File: src/rtl/ctrl_pipe_hazard.sv
// Control pipeline (ID/EX, EX/MEM, MEM/WB) for the 5-stage MIPS core, with
// load-use stall, taken-branch squash, EX operand forwarding and event counters.
module ctrl_pipe_hazard (
  input  logic        clk,
  input  logic        reset,
  input  logic        id_valid,
  input  logic        id_RegWrite,
  input  logic        id_MemtoReg,
  input  logic        id_MemWrite,
  input  logic        id_Branch,
  input  logic        id_ALUSrc,
  input  logic        id_ALUSrc_shamt,
  input  logic        id_RegDst,
  input  logic [3:0]  id_ALUControl,
  input  logic [4:0]  id_rs,
  input  logic [4:0]  id_rt,
  input  logic [4:0]  id_rd,
  input  logic        ex_branch_taken,
  output logic        stall_f_d,
  output logic        flush_d,
  output logic        ex_valid,
  output logic        ex_RegWrite,
  output logic        ex_MemtoReg,
  output logic        ex_MemWrite,
  output logic        ex_Branch,
  output logic        ex_ALUSrc,
  output logic        ex_ALUSrc_shamt,
  output logic [3:0]  ex_ALUControl,
  output logic [4:0]  ex_rs,
  output logic [4:0]  ex_rt,
  output logic [4:0]  ex_wreg,
  output logic        mem_RegWrite,
  output logic        mem_MemtoReg,
  output logic        mem_MemWrite,
  output logic [4:0]  mem_wreg,
  output logic        wb_RegWrite,
  output logic        wb_MemtoReg,
  output logic [4:0]  wb_wreg,
  output logic [1:0]  fwd_a,
  output logic [1:0]  fwd_b,
  output logic [15:0] stall_cnt,
  output logic [15:0] flush_cnt
);

  logic [4:0] id_wreg;
  logic       id_rw;
  logic       uses_rs;
  logic       uses_rt;
  logic       load_use;
  logic       branch_taken;
  logic       bubble;

  always_comb begin
    id_wreg      = id_RegDst ? id_rd : id_rt;
    // $0 is never a write target, so it can never match a forwarding compare
    id_rw        = id_RegWrite & id_valid & (id_wreg != '0);
    uses_rs      = ~id_ALUSrc_shamt;
    uses_rt      = ~id_ALUSrc | id_MemWrite | id_ALUSrc_shamt;
    load_use     = ex_valid & ex_MemtoReg & ex_RegWrite & id_valid &
                   ((uses_rs & (ex_wreg == id_rs)) | (uses_rt & (ex_wreg == id_rt)));
    branch_taken = ex_valid & ex_Branch & ex_branch_taken;
    flush_d      = branch_taken;
    stall_f_d    = load_use & ~branch_taken;
    bubble       = flush_d | stall_f_d;
  end

  always_comb begin
    fwd_a = 2'b00;
    fwd_b = 2'b00;
    if (mem_RegWrite && (mem_wreg == ex_rs))     fwd_a = 2'b10;
    else if (wb_RegWrite && (wb_wreg == ex_rs))  fwd_a = 2'b01;
    if (mem_RegWrite && (mem_wreg == ex_rt))     fwd_b = 2'b10;
    else if (wb_RegWrite && (wb_wreg == ex_rt))  fwd_b = 2'b01;
  end

  // ID/EX: bubble clears control and register fields alike
  always_ff @(posedge clk or posedge reset) begin
    if (reset) begin
      ex_valid        <= 1'b0;
      ex_RegWrite     <= 1'b0;
      ex_MemtoReg     <= 1'b0;
      ex_MemWrite     <= 1'b0;
      ex_Branch       <= 1'b0;
      ex_ALUSrc       <= 1'b0;
      ex_ALUSrc_shamt <= 1'b0;
      ex_ALUControl   <= '0;
      ex_rs           <= '0;
      ex_rt           <= '0;
      ex_wreg         <= '0;
    end else if (bubble) begin
      ex_valid        <= 1'b0;
      ex_RegWrite     <= 1'b0;
      ex_MemtoReg     <= 1'b0;
      ex_MemWrite     <= 1'b0;
      ex_Branch       <= 1'b0;
      ex_ALUSrc       <= 1'b0;
      ex_ALUSrc_shamt <= 1'b0;
      ex_ALUControl   <= '0;
      ex_rs           <= '0;
      ex_rt           <= '0;
      ex_wreg         <= '0;
    end else begin
      ex_valid        <= id_valid;
      ex_RegWrite     <= id_rw;
      ex_MemtoReg     <= id_MemtoReg & id_valid;
      ex_MemWrite     <= id_MemWrite & id_valid;
      ex_Branch       <= id_Branch & id_valid;
      ex_ALUSrc       <= id_ALUSrc & id_valid;
      ex_ALUSrc_shamt <= id_ALUSrc_shamt & id_valid;
      ex_ALUControl   <= id_valid ? id_ALUControl : '0;
      ex_rs           <= id_rs;
      ex_rt           <= id_rt;
      ex_wreg         <= id_wreg;
    end
  end

  always_ff @(posedge clk or posedge reset) begin
    if (reset) begin
      mem_RegWrite <= 1'b0;
      mem_MemtoReg <= 1'b0;
      mem_MemWrite <= 1'b0;
      mem_wreg     <= '0;
      wb_RegWrite  <= 1'b0;
      wb_MemtoReg  <= 1'b0;
      wb_wreg      <= '0;
    end else begin
      mem_RegWrite <= ex_valid & ex_RegWrite;
      mem_MemtoReg <= ex_valid & ex_MemtoReg;
      mem_MemWrite <= ex_valid & ex_MemWrite;
      mem_wreg     <= ex_wreg;
      wb_RegWrite  <= mem_RegWrite;
      wb_MemtoReg  <= mem_MemtoReg;
      wb_wreg      <= mem_wreg;
    end
  end

  always_ff @(posedge clk or posedge reset) begin
    if (reset) begin
      stall_cnt <= '0;
      flush_cnt <= '0;
    end else begin
      if (stall_f_d && (stall_cnt != '1)) stall_cnt <= stall_cnt + 16'd1;
      if (flush_d && (flush_cnt != '1))   flush_cnt <= flush_cnt + 16'd1;
    end
  end

endmodule

File: config.mk
export PLATFORM = sky130hd
export DESIGN_NAME = ctrl_pipe_hazard
export DESIGN_NICKNAME = d
export VERILOG_FILES = /design/src/rtl/ctrl_pipe_hazard.sv
export SDC_FILE = /design/constraint.sdc
export NUM_CORES = 1
export LEC_CHECK = 0
export ABC_CLOCK_PERIOD_IN_PS = 2500
export BUFFER_PORTS_ARGS = -buffer_cell sky130_fd_sc_hd__buf_2
export CORE_ASPECT_RATIO = 1.25
export CORE_MARGIN = 2
export CORE_UTILIZATION = 35
export CTS_BUF_LIST = sky130_fd_sc_hd__clkbuf_16
export DETAILED_ROUTE_END_ITERATION = 7
export PLACE_DENSITY_LB_ADDON = 0.1
export SKIP_LAST_GASP = 1
export SYNTH_ARGS = -nofsm -noshare
export SYNTH_HDL_FRONTEND = slang
export SYNTH_SLANG_ARGS = --single-unit
export TNS_END_PERCENT = 20
File: constraint.sdc
create_clock -name clk -period 2.5 [get_ports clk]
set_input_delay 0.375 -clock clk [delete_from_list [all_inputs] [get_ports clk]]
set_output_delay 0.375 -clock clk [all_outputs]
set_load 0.03 [all_outputs]
==> results of run 1 <==
==> worst max-delay path by stage <==
stage | cells past startpoint | to | startpoint
floorplan | 7 | stall_f_d | ex_wreg[1]
global placement | 7 | stall_cnt[14] | id_rt[1]
detailed placement | 7 | stall_cnt[3] | id_rt[1]
CTS | 6 | stall_f_d | ex_wreg[1]
global route | 6 | stall_f_d | ex_wreg[4]
finish | 6 | stall_f_d | ex_wreg[4]
==> layer usage <==
layer,GRT usage (%),wire (um),vias up
met5,0,0,-
li1,-,-,1208
met2,25.7,3980,79
met3,3.26,400,13
met4,7.38,150,0
met1,19.8,3390,1220
==> cell families after synthesis <==
logic type	synth area share [%]
AO/OA/AOI/OAI	1.91
flip-flops	56.8
buffers and inverters	1.28
adder cells (fa/ha/maj)	0.777
multiplexers	2.95
XOR/XNOR	15.8
AND/OR/NAND/NOR	20.5
==> per-stage QoR <==
step                      power, W  cells
after floorplan            0.00164    270
after global placement     0.00180    498
after detailed placement   0.00180    498
after CTS                  0.00318    514
after global routing       0.00330    528
final                      0.00315    528
==> repair_timing <==
item                       in CTS  in global routing
setup endpoints to repair       1                  1
pin swaps                       0                  5
hold buffers                    0                  0
hold endpoints to repair        0                  0
gates cloned                    0                  1
resized for setup               2                  2
setup buffers                   0                 13
==> where the power goes <==
part	internal (W)	leakage [nW]	switching [W]
Sequential	0.00126	0.946	0.0000783
Clock	0.000873	0.153	0.000489
Combinational	0.000155	1.14	0.000297
==> worst max-delay path: cells and delay by family (launching register included) <==
kind / cells / cell delay, ns
compound gates: 2 / 0.50
buf+inv: 1 / 0.15
flops: 1 / 0.41
simple gates: 2 / 0.53
xor+xnor: 1 / 0.17
==> area by class of cell <==
class	instances	area [sq um]	area share, %
Clock inverter	7	93.8	2.15
Clock buffer	9	225	5.15
Timing Repair Buffer	124	679	15.5
Inverter	3	11.3	0.258
Sequential cell	73	1830	41.8
Multi-Input combinational cell	189	1380	31.6
Tap cell	123	154	3.52
==> flip-flops by register name (all words and copies together) (netlist names) <==
signal and count:
wb_wreg 5, mem_MemtoReg 1, stall_cnt 16, wb_MemtoReg 1, ex_MemtoReg 1, ex_RegWrite 1, flush_cnt 16, ex_rs 5
ex_ALUSrc_shamt 1, ex_rt 5, ex_ALUSrc 1, ex_ALUControl 4, wb_RegWrite 1, ex_Branch 1, ex_MemWrite 1, mem_RegWrite 1
ex_wreg 5, mem_MemWrite 1, ex_valid 1, mem_wreg 5
==> cell usage in the layout (no fill, tap or decap), types with 3 or more instances in the layout <==
cell | Yosys | layout
nand4_1 | 12 | 12
mux2i_1 | 5 | 5
nor4_1 | 7 | 7
nand3_1 | 15 | 15
xor2_1 | 34 | 34
buf_2 | 0 | 107
nand2_1 | 13 | 13
and2_1 | 13 | 13
nor3_1 | 4 | 4
nor2_1 | 17 | 15
buf_4 | 0 | 15
and4_1 | 4 | 4
mux2_1 | 3 | 3
xnor2_1 | 24 | 24
dfrtp_1 | 73 | 73
clkbuf_16 | 0 | 9
and3_1 | 19 | 19
==> key figures, run 1 <==
Outcome
  – Run status: completed

GRT
  – Initial antenna violation count: 0
  – Largest net degree at the start of global routing: 74
  – Global router's overall resource usage: 15.6%
  – Global-route wire length before repair: approximately 12 mm
  – Total congestion overflow: 0
  – Number of global-route vias before repair: 2,384

Worst setup path
  – Cell at the slowest stage of the critical path: dfrtp_1
  – Cells along the critical path: xor2_1 -> a2111o_1 -> nor4_4 -> a41oi_4 -> nor2_2 -> buf_6
  – Critical path peak fanout: 5
  – R2R Setup Slk: 0.06 ns
  – Maximum single-stage delay on the critical path: 0.41 ns
  – Launch point of the worst reg-to-reg path: ex_wreg[4]
  – Category of the worst setup path capture point: output pin
  – Reg-to-Reg End: stall_cnt[9]
  – Crit start category: flip-flop
  – Class of the most critical setup path: reg -> out
  – Arrival time at the worst endpoint: 2.08 ns
  – Critical path data required time: about 2.1 ns
  – Logic depth of the worst register-to-register path: 9

CTS
  – Number of buffers added by the clock tree synthesis step: 9
  – TritonCTS Sinks: 73
  – Worst-case clock buffer depth: 2
  – Clock transition time at the flip-flop clock pins of the worst setup and hold paths: around 0.060 ns
  – Clock network latency to the later pin of the worst-skew pair: approximately 0.33 ns
  – Clock tree root buffer cell: clkbuf_16
  – TritonCTS clock tree: done
  – Level count of the clock H-tree: 3

Floorplanning
  – Core Footprint: between 9000 and 10,000 sq um
  – Die Ht: 111 um
  – Die area: 9980 sq um
  – Number of primary I/O pins: 109
  – Floorplan row count: 39
  – Initial Util: 35.6%
  – Die width: 89.8 um

Layout
  – Final design area excluding fillers: 4370 sq um
  – Number of nets in the finished design: 432
  – Post-synthesis to final-layout area growth: 35.9%
  – ANT cells: 0
  – Share of the core filled with cells in the final layout: 48.4%
  – Filler cells: 861
  – Ratio of cells with drive above 1 in the final layout: 37.3%

Yosys
  – Yosys top cell by area: dfrtp_1
  – Most common cell in the synthesized netlist: dfrtp_1
  – Cells after Synth: 270
  – Area share of the leading cell type in the synthesized netlist: 56.8%
  – Post-synthesis cell type count: 34
  – Cell types with the highest counts after synthesis: 73 x dfrtp_1, 34 x xor2_1, 24 x xnor2_1
  – Register area share after synthesis: 56.8%
  – Count of flip-flops with a built-in enable after synthesis: 0
  – Post-Synthesis Mean Instance Area: roughly 12 sq um
  – Area of the mapped netlist: ~3200 sq um
  – Share of synthesized flip-flops with an asynchronous set or reset: 100%
  – Predominant post-synthesis flop cell: dfrtp_1
  – Synth warn: 0
  – Flop and latch count out of synthesis: 73
  – Dominant cells by area after synthesis: dfrtp_1 57%, xor2_1 9.3%, xnor2_1 6.5%
  – Post-synthesis net count: around 300

Timing
  – Unrepaired setup endpoints after global routing: yes
  – Final number of hold-violating endpoints: 0
  – Shortest period the worst path allows: 2.45 ns
  – Total of endpoints with negative setup slack in the final report: 0
  – WHS: 0.128 ns
  – Highest clock frequency the design can meet: 0.408 GHz
  – Final critical-path share of the clock period: between 90% and 100%
  – Slew at the pin closest to its max-slew limit: 0.532 ns
  – Slew Limit Headroom: 64.3%
  – Worst Slack Setup Final: about 0.046 ns
  – Total count of max-transition violations in the final report: 0
  – Total negative slack for setup checks: 0 ns
  – Largest clock skew in the final design: around 0.0066 ns

Detailed routing
  – Post-detailed-route via-to-cell ratio: 4.77
  – Detail Route Antenna Nets: 0
  – Router iterations before antenna repair: 4
  – Initial drt markers: 55
  – Overall via count from detail_route: 2,520
  – Routed WL: 7.92 mm
  – DR WL/cell: 15.0 um
  – DRC violations left: 0

Pwr
  – Leak Pwr: between 2 and 2.5 nW
  – VDD IR max: 0.302 mV
  – Total power divided by cell area: 720 nW/um^2

Placement
  – Dpl cell area: 3920 sq um
  – HPWL Detailed: 5.66 mm
  – Count of input and output buffers: 108
  – Setup slack after placement: approximately 0.14 ns
  – Final GP Congestion: between 0.7 and 0.8

Flow run
  – Number of max-cap violations: 0

Hold path
  – Path category of the worst min-delay check: in -> async
Note: power is estimated with default switching activity, not from simulation.
==> run 2: changes to the inputs <==
--- a/config.mk
+++ b/config.mk
@@ -6,12 +6,12 @@
 export NUM_CORES = 1
 export LEC_CHECK = 0
 export ABC_CLOCK_PERIOD_IN_PS = 2500
-export BUFFER_PORTS_ARGS = -buffer_cell sky130_fd_sc_hd__buf_2
 export CORE_ASPECT_RATIO = 1.25
-export CORE_MARGIN = 2
 export CORE_UTILIZATION = 35
 export CTS_BUF_LIST = sky130_fd_sc_hd__clkbuf_16
+export CTS_CLUSTER_DIAMETER = 200
 export DETAILED_ROUTE_END_ITERATION = 7
+export DONT_BUFFER_PORTS = 1
 export PLACE_DENSITY_LB_ADDON = 0.1
 export SKIP_LAST_GASP = 1
 export SYNTH_ARGS = -nofsm -noshare
==> key figures, run 2 (synthesis gave the netlist of run 1 again) <==
Outcome
  – Run status: finished, violations left
  – Violated checks: hold timing

Worst setup path
  – Launch point of the worst reg-to-reg path: ex_wreg[1]
  – R2R Setup Slk: 0.19 ns (+0.13 ns)
  – Crit start category: flip-flop
  – Class of the most critical setup path: reg -> out
  – Critical path data required time: 2.12 ns (about the same)
  – Logic depth of the worst register-to-register path: 6 (-3)
  – Reg-to-Reg End: stall_cnt[14]
  – Critical path peak fanout: 11 (+6)
  – Category of the worst setup path capture point: output pin
  – Arrival time at the worst endpoint: 1.99 ns (-0.09 ns)

CTS
  – Number of buffers added by the clock tree synthesis step: 9 (unchanged)
  – Worst-case clock buffer depth: 2 (unchanged)
  – Clock tree root buffer cell: clkbuf_16
  – Level count of the clock H-tree: 3 (unchanged)
  – TritonCTS clock tree: done
  – Clock transition time at the flip-flop clock pins of the worst setup and hold paths: 0.06 ns (about the same)
  – TritonCTS Sinks: 73 (unchanged)
  – Clock network latency to the later pin of the worst-skew pair: 0.33 ns (about the same)
  – Buffers inserted by post-CTS timing repair: 0 (unchanged)

Floorplanning
  – Die Ht: 109 um (-1.8%)
  – Die width: 87.8 um (-2.2%)
  – Initial Util: 36.6% (+0.94 points)
  – Floorplan row count: 38 (-2.6%)
  – Die area: 9580 sq um (-4.0%)
  – Number of primary I/O pins: 109 (unchanged)
  – Core Footprint: 8800 sq um (-2.6%)

Detailed routing
  – Initial drt markers: 63 (+15%)
  – Routed WL: 7.58 mm (-4.3%)
  – Overall via count from detail_route: 2,140 (-15%)
  – Detail Route Antenna Nets: 0 (unchanged)
  – Router iterations before antenna repair: 4 (unchanged)
  – DR WL/cell: 17.5 um (+16%)
  – Post-detailed-route via-to-cell ratio: 4.93 (+3.3%)
  – DRC violations left: 0 (unchanged)

Timing
  – Final number of hold-violating endpoints: 8 (+8)
  – Total count of max-transition violations in the final report: 0 (unchanged)
  – Slew at the pin closest to its max-slew limit: 0.606 ns (+0.0737 ns)
  – Final critical-path share of the clock period: 94.8% (-3.4 points)
  – Total of endpoints with negative setup slack in the final report: 0 (unchanged)
  – Largest clock skew in the final design: 0.00351 ns (-0.00306 ns)
  – WHS: -0.00585 ns (-0.134 ns)
  – Shortest period the worst path allows: 2.37 ns (-0.0845 ns)
  – Slew Limit Headroom: 59.6% (-4.7 points)
  – Unrepaired setup endpoints after global routing: yes
  – Highest clock frequency the design can meet: 0.422 GHz (+3.6%)

Placement
  – Dpl cell area: 3600 sq um (-8.3%)
  – Final GP Congestion: 0.716 (-2.5%)
  – HPWL Detailed: 5.81 mm (+2.7%)
  – Placed insts: 418 (-16%)
  – Count of input and output buffers: 0 (-100%)

GRT
  – Initial antenna violation count: 0 (unchanged)
  – Global router's overall resource usage: 17.2% (+1.5 points)
  – Global-route wire length before repair: 11.7 mm (-4.3%)
  – Largest net degree at the start of global routing: 29 (-61%)
  – Number of global-route vias before repair: 2,284 (-4.2%)
  – Total congestion overflow: 0 (unchanged)

Layout
  – Post-synthesis to final-layout area growth: 20.3%
  – ANT cells: 0 (unchanged)
  – Top library cells by usage in the layout, fill and taps aside: 73 x dfrtp_1, 34 x xor2_1, 34 x buf_4, 24 x xnor2_1, 19 x and3_1
  – Final design area excluding fillers: 3870 sq um (-12%)
  – Commonest non-fill, non-tap cell in the layout: dfrtp_1
  – Regs by FF count: flush_cnt x16, stall_cnt x16
  – Number of nets in the finished design: 341 (-21%)
  – Layout Cells excl Fill: 434 (-18%)
  – Ratio of cells with drive above 1 in the final layout: 18.2% (-19 points)
  – Share of the core filled with cells in the final layout: 44.0% (-4.4 points)

Hold path
  – Path category of the worst min-delay check: in -> async

Flow run
  – Number of max-cap violations: 0 (unchanged)

Pwr
  – Total power divided by cell area: 727 nW/um^2 (+1.1%)
  – Leak Pwr: 1.81 nW (-19%)
  – VDD IR max: 0.313 mV (+3.4%)
==> run 2: changes by cell type in the layout (fill, tap and decap cells not counted), moves of 2 or more <==
cell	previous run	this run
buf_2	107	0
clkinv_1	2	4
bufinv_16	2	0
buf_4	15	34
==> run 2: power by group <==
part | switching (W) | internal [W] | total (W) | leakage, nW
clock | 0.000464 | 0.000658 | 0.00112 | 0.128
sequential | 0.000211 | 0.00125 | 0.00146 | 0.946
combinational | 0.000132 | 0.0000962 | 0.000228 | 0.741
==> run 2: cell type report <==
type / instances / area, sq um
inverters: 3 / 11.3
fillers: 855 / 4930
well taps: 120 / 150
clock inverters: 7 / 37.5
repair buffers: 34 / 255
multi-input cells: 188 / 1360
clock buffers: 9 / 225
flip-flops and latches: 73 / 1830
==> run 2: timing repair <==
action / in CTS / in global routing
setup endpoints to repair: 0 / 3
resized for setup: 0 / 1
hold endpoints to repair: 0 / 0
hold buffers: 0 / 0
==> run 2: routing by layer <==
metal	track usage (%)	wire length, um	up-vias
met4	9.84	176	0
met3	6.89	741	11
met1	18.1	2800	1045
li1	-	-	1018
met5	0	0	-
met2	28.8	3870	66
==> run 2: worst max-delay path, cell delays in order, from the launching register on <==
cell and delay (ns):
dfrtp_1 0.38, xor2_1 0.16, a2111o_1 0.43, nor4_4 0.24
a41oi_4 0.13, nor2_2 0.15, buf_4 0.17
==> run 2: worst max-delay path by stage <==
stage                          endpoint  cells past startpoint  startpoint  slack [ns]
after CTS                     stall_f_d                      6  ex_wreg[4]        0.03
after floorplan               stall_f_d                      7  ex_wreg[1]        0.11
after global placement    stall_cnt[14]                      6  ex_wreg[4]        0.12
final                         stall_f_d                      6  ex_wreg[1]        0.13
after global routing           fwd_b[0]                      4    ex_rt[1]       -0.02
after detailed placement  stall_cnt[14]                      6  ex_wreg[4]        0.12
==> run 2: metrics by stage <==
step	worst slack [ns]	total power [W]	TNS, ns
floorplan	0.110	0.00164	0
global placement	0.125	0.00172	0
detailed placement	0.117	0.00172	0
CTS	0.0324	0.00286	0
global route	-0.0201	0.00295	-0.0376
finish	0.131	0.00281	0
==> run 3: changes to the inputs <==
--- a/config.mk
+++ b/config.mk
@@ -6,7 +6,6 @@
 export NUM_CORES = 1
 export LEC_CHECK = 0
 export ABC_CLOCK_PERIOD_IN_PS = 2500
-export CORE_ASPECT_RATIO = 1.25
 export CORE_UTILIZATION = 35
 export CTS_BUF_LIST = sky130_fd_sc_hd__clkbuf_16
 export CTS_CLUSTER_DIAMETER = 200
==> key figures, run 3 (synthesis gave the netlist of run 1 again) <==
Worst setup path
  – Maximum single-stage delay on the critical path: 0.42 ns (about the same)
  – Critical path peak fanout: 11 (unchanged)
  – Startpoint of the worst setup timing path: ex_wreg[1]
  – Cell at the slowest stage of the critical path: a2111o_1
  – Crit start category: flip-flop
  – Critical path data required time: 2.12 ns (about the same)
  – Arrival time at the worst endpoint: 2.09 ns (+0.10 ns)
  – Cells along the critical path: xor2_1 -> a2111o_1 -> nor4_4 -> a41oi_4 -> nor2_2 -> buf_4
  – Class of the most critical setup path: reg -> out
  – Launch point of the worst reg-to-reg path: ex_wreg[1]
  – Category of the worst setup path capture point: output pin

Timing
  – Total negative slack for setup checks: 0 ns (unchanged)
  – WHS: -0.0109 ns (-0.00507 ns)
  – Largest clock skew in the final design: 0.00759 ns (+0.00408 ns)
  – Highest clock frequency the design can meet: 0.406 GHz (-3.8%)
  – Total count of max-transition violations in the final report: 0 (unchanged)
  – Slew Limit Headroom: 62.9% (+3.3 points)
  – Final critical-path share of the clock period: 98.5% (+3.8 points)
  – Slew at the pin closest to its max-slew limit: 0.555 ns (-0.0506 ns)
  – Unrepaired setup endpoints after global routing: yes
  – Total of endpoints with negative setup slack in the final report: 0 (unchanged)
  – Shortest period the worst path allows: 2.46 ns (+0.0940 ns)
  – Final number of hold-violating endpoints: 9 (+1)

CTS
  – Buffers inserted by post-CTS timing repair: 0 (unchanged)
  – Clock network latency to the later pin of the worst-skew pair: 0.33 ns (about the same)
  – Clock tree root buffer cell: clkbuf_16
  – Worst-case clock buffer depth: 2 (unchanged)
  – Number of hold buffers added after CTS: 0 (unchanged)
  – Level count of the clock H-tree: 3 (unchanged)
  – Clock transition time at the flip-flop clock pins of the worst setup and hold paths: 0.06 ns (about the same)
  – TritonCTS Sinks: 73 (unchanged)
  – TritonCTS clock tree: done
  – Number of buffers added by the clock tree synthesis step: 9 (unchanged)

Pwr
  – Leak Pwr: 1.80 nW (-0.88%)
  – Total power divided by cell area: 761 nW/um^2 (+4.7%)
  – VDD IR max: 0.294 mV (-5.9%)

Flow run
  – Number of max-cap violations: 0 (unchanged)

Hold path
  – Path category of the worst min-delay check: in -> async

Placement
  – Count of input and output buffers: 0 (unchanged)
  – Final GP Congestion: 0.754 (+5.3%)
  – HPWL Detailed: 5.37 mm (-7.5%)

Floorplanning
  – Floorplan row count: 34 (-11%)
  – Core Footprint: 8810 sq um (+0.11%)
  – Die area: 9580 sq um (about the same)
  – Initial Util: 36.5% (-0.042 points)
  – Die width: 97.9 um (+12%)
  – Number of primary I/O pins: 109 (unchanged)
  – Die Ht: 97.9 um (-10%)

Layout
  – Regs by FF count: flush_cnt x16, stall_cnt x16
  – Storage element area: 1830 sq um (unchanged)
  – Commonest non-fill, non-tap cell in the layout: dfrtp_1
  – Area taken by multi-input logic gates: 1380 sq um (+1.2%)
  – Filler cells: 836 (-2.2%)
  – Top library cells by usage in the layout, fill and taps aside: 73 x dfrtp_1, 34 x xor2_1, 27 x buf_4, 24 x xnor2_1, 19 x and3_1
  – Post-synthesis to final-layout area growth: 20.0%
  – Ratio of cells with drive above 1 in the final layout: 17.2% (-0.95 points)
  – Number of nets in the finished design: 336 (-1.5%)
  – ANT cells: 0 (unchanged)

GRT
  – Global router's overall resource usage: 16.2% (-1.0 points)
  – Global-route wire length before repair: 11.7 mm (about the same)
  – Total congestion overflow: 0 (unchanged)
  – Number of global-route vias before repair: 2,209 (-3.3%)
  – Largest net degree at the start of global routing: 74 (+160%)
  – Initial antenna violation count: 0 (unchanged)

Detailed routing
  – Initial drt markers: 50 (-21%)
  – Routed WL: 7.55 mm (-0.41%)
  – Wire length the detailed router placed on met1: 3.30 mm (+18%)
  – DR WL/cell: 18.1 um (+3.9%)
  – Post-detailed-route via-to-cell ratio: 5.13 (+4.1%)
  – Met2 layer wire length in the routed design: 3.60 mm (-6.8%)
  – Overall via count from detail_route: 2,135 (-0.23%)
  – Highest routed metal layer: met4
  – Wire length on met3: 538 um (-27%)
  – Detail Route Antenna Nets: 0 (unchanged)
  – DRC violations left: 9 (+9)
  – Router iterations before antenna repair: 6 (+2)

Outcome
  – Run status: finished, violations left
  – Violated checks: DRC, hold timing
## run 3: timing repair
item,4_1_cts,5_1_grt
gates cloned,0,1
endpoints found under the setup margin,1,1
pin swaps,0,1
resized for setup,1,0
## run 3: metal layers
metal,vias to the layer above,global-route usage (%)
met5,-,0
met2,60,25.5
met1,1060,20.6
li1,1005,-
met3,10,4.58
met4,0,7.34
## run 3: through the flow
step                      setup WS (ns)  power [W]  utilization, %  instances  cell area, sq um
after floorplan                   0.110    0.00164               -        270              3220
after global placement           0.0435    0.00172            40.3        400              3550
after detailed placement         0.0190    0.00172            40.3        400              3550
after CTS                        0.0357    0.00298            43.7        415              3840
after global routing            -0.0586    0.00306            43.8        416              3860
final                            0.0366    0.00294            43.8        416              3860
## run 3: area by class of cell
cell class,instances,area share (%)
timing repair buffer,28,5.77
sequential,73,47.3
multi-input combinational,189,35.7
tap,108,3.50
clock buffer,9,5.83
clock inverter,6,1.56
inverter,3,0.292
## run 3: worst paths after layout
check | endpoint | slack, ns | depth (start not counted)
hold / removal | flush_cnt[9] | -0.01 | 2
hold reg to reg | mem_wreg[0] | 0.48 | 0
setup / recovery | stall_f_d | 0.04 | 6
min in group clk | ex_ALUControl[2] | 0.17 | 1
setup reg to reg | stall_cnt[3] | 0.16 | 6
max in group asynchronous | stall_cnt[5] | 2.15 | 2
## run 3: worst max-delay path: cells and delay by family, from the launching register on
family / cells / cell delay (ns)
xor gates and xnor gates: 1 / 0.16
AOI/OAI and AO/OA: 2 / 0.57
DFF: 1 / 0.38
buffers and inverters: 1 / 0.17
and+or+nand+nor: 2 / 0.47
## run 3: where the power goes
group | leakage, nW | switching [W] | internal, W
Combinational | 0.714 | 0.000131 | 0.0000977
Clock | 0.139 | 0.000481 | 0.000761
Sequential | 0.946 | 0.000215 | 0.00125
Total | 1.80 | 0.000828 | 0.00211
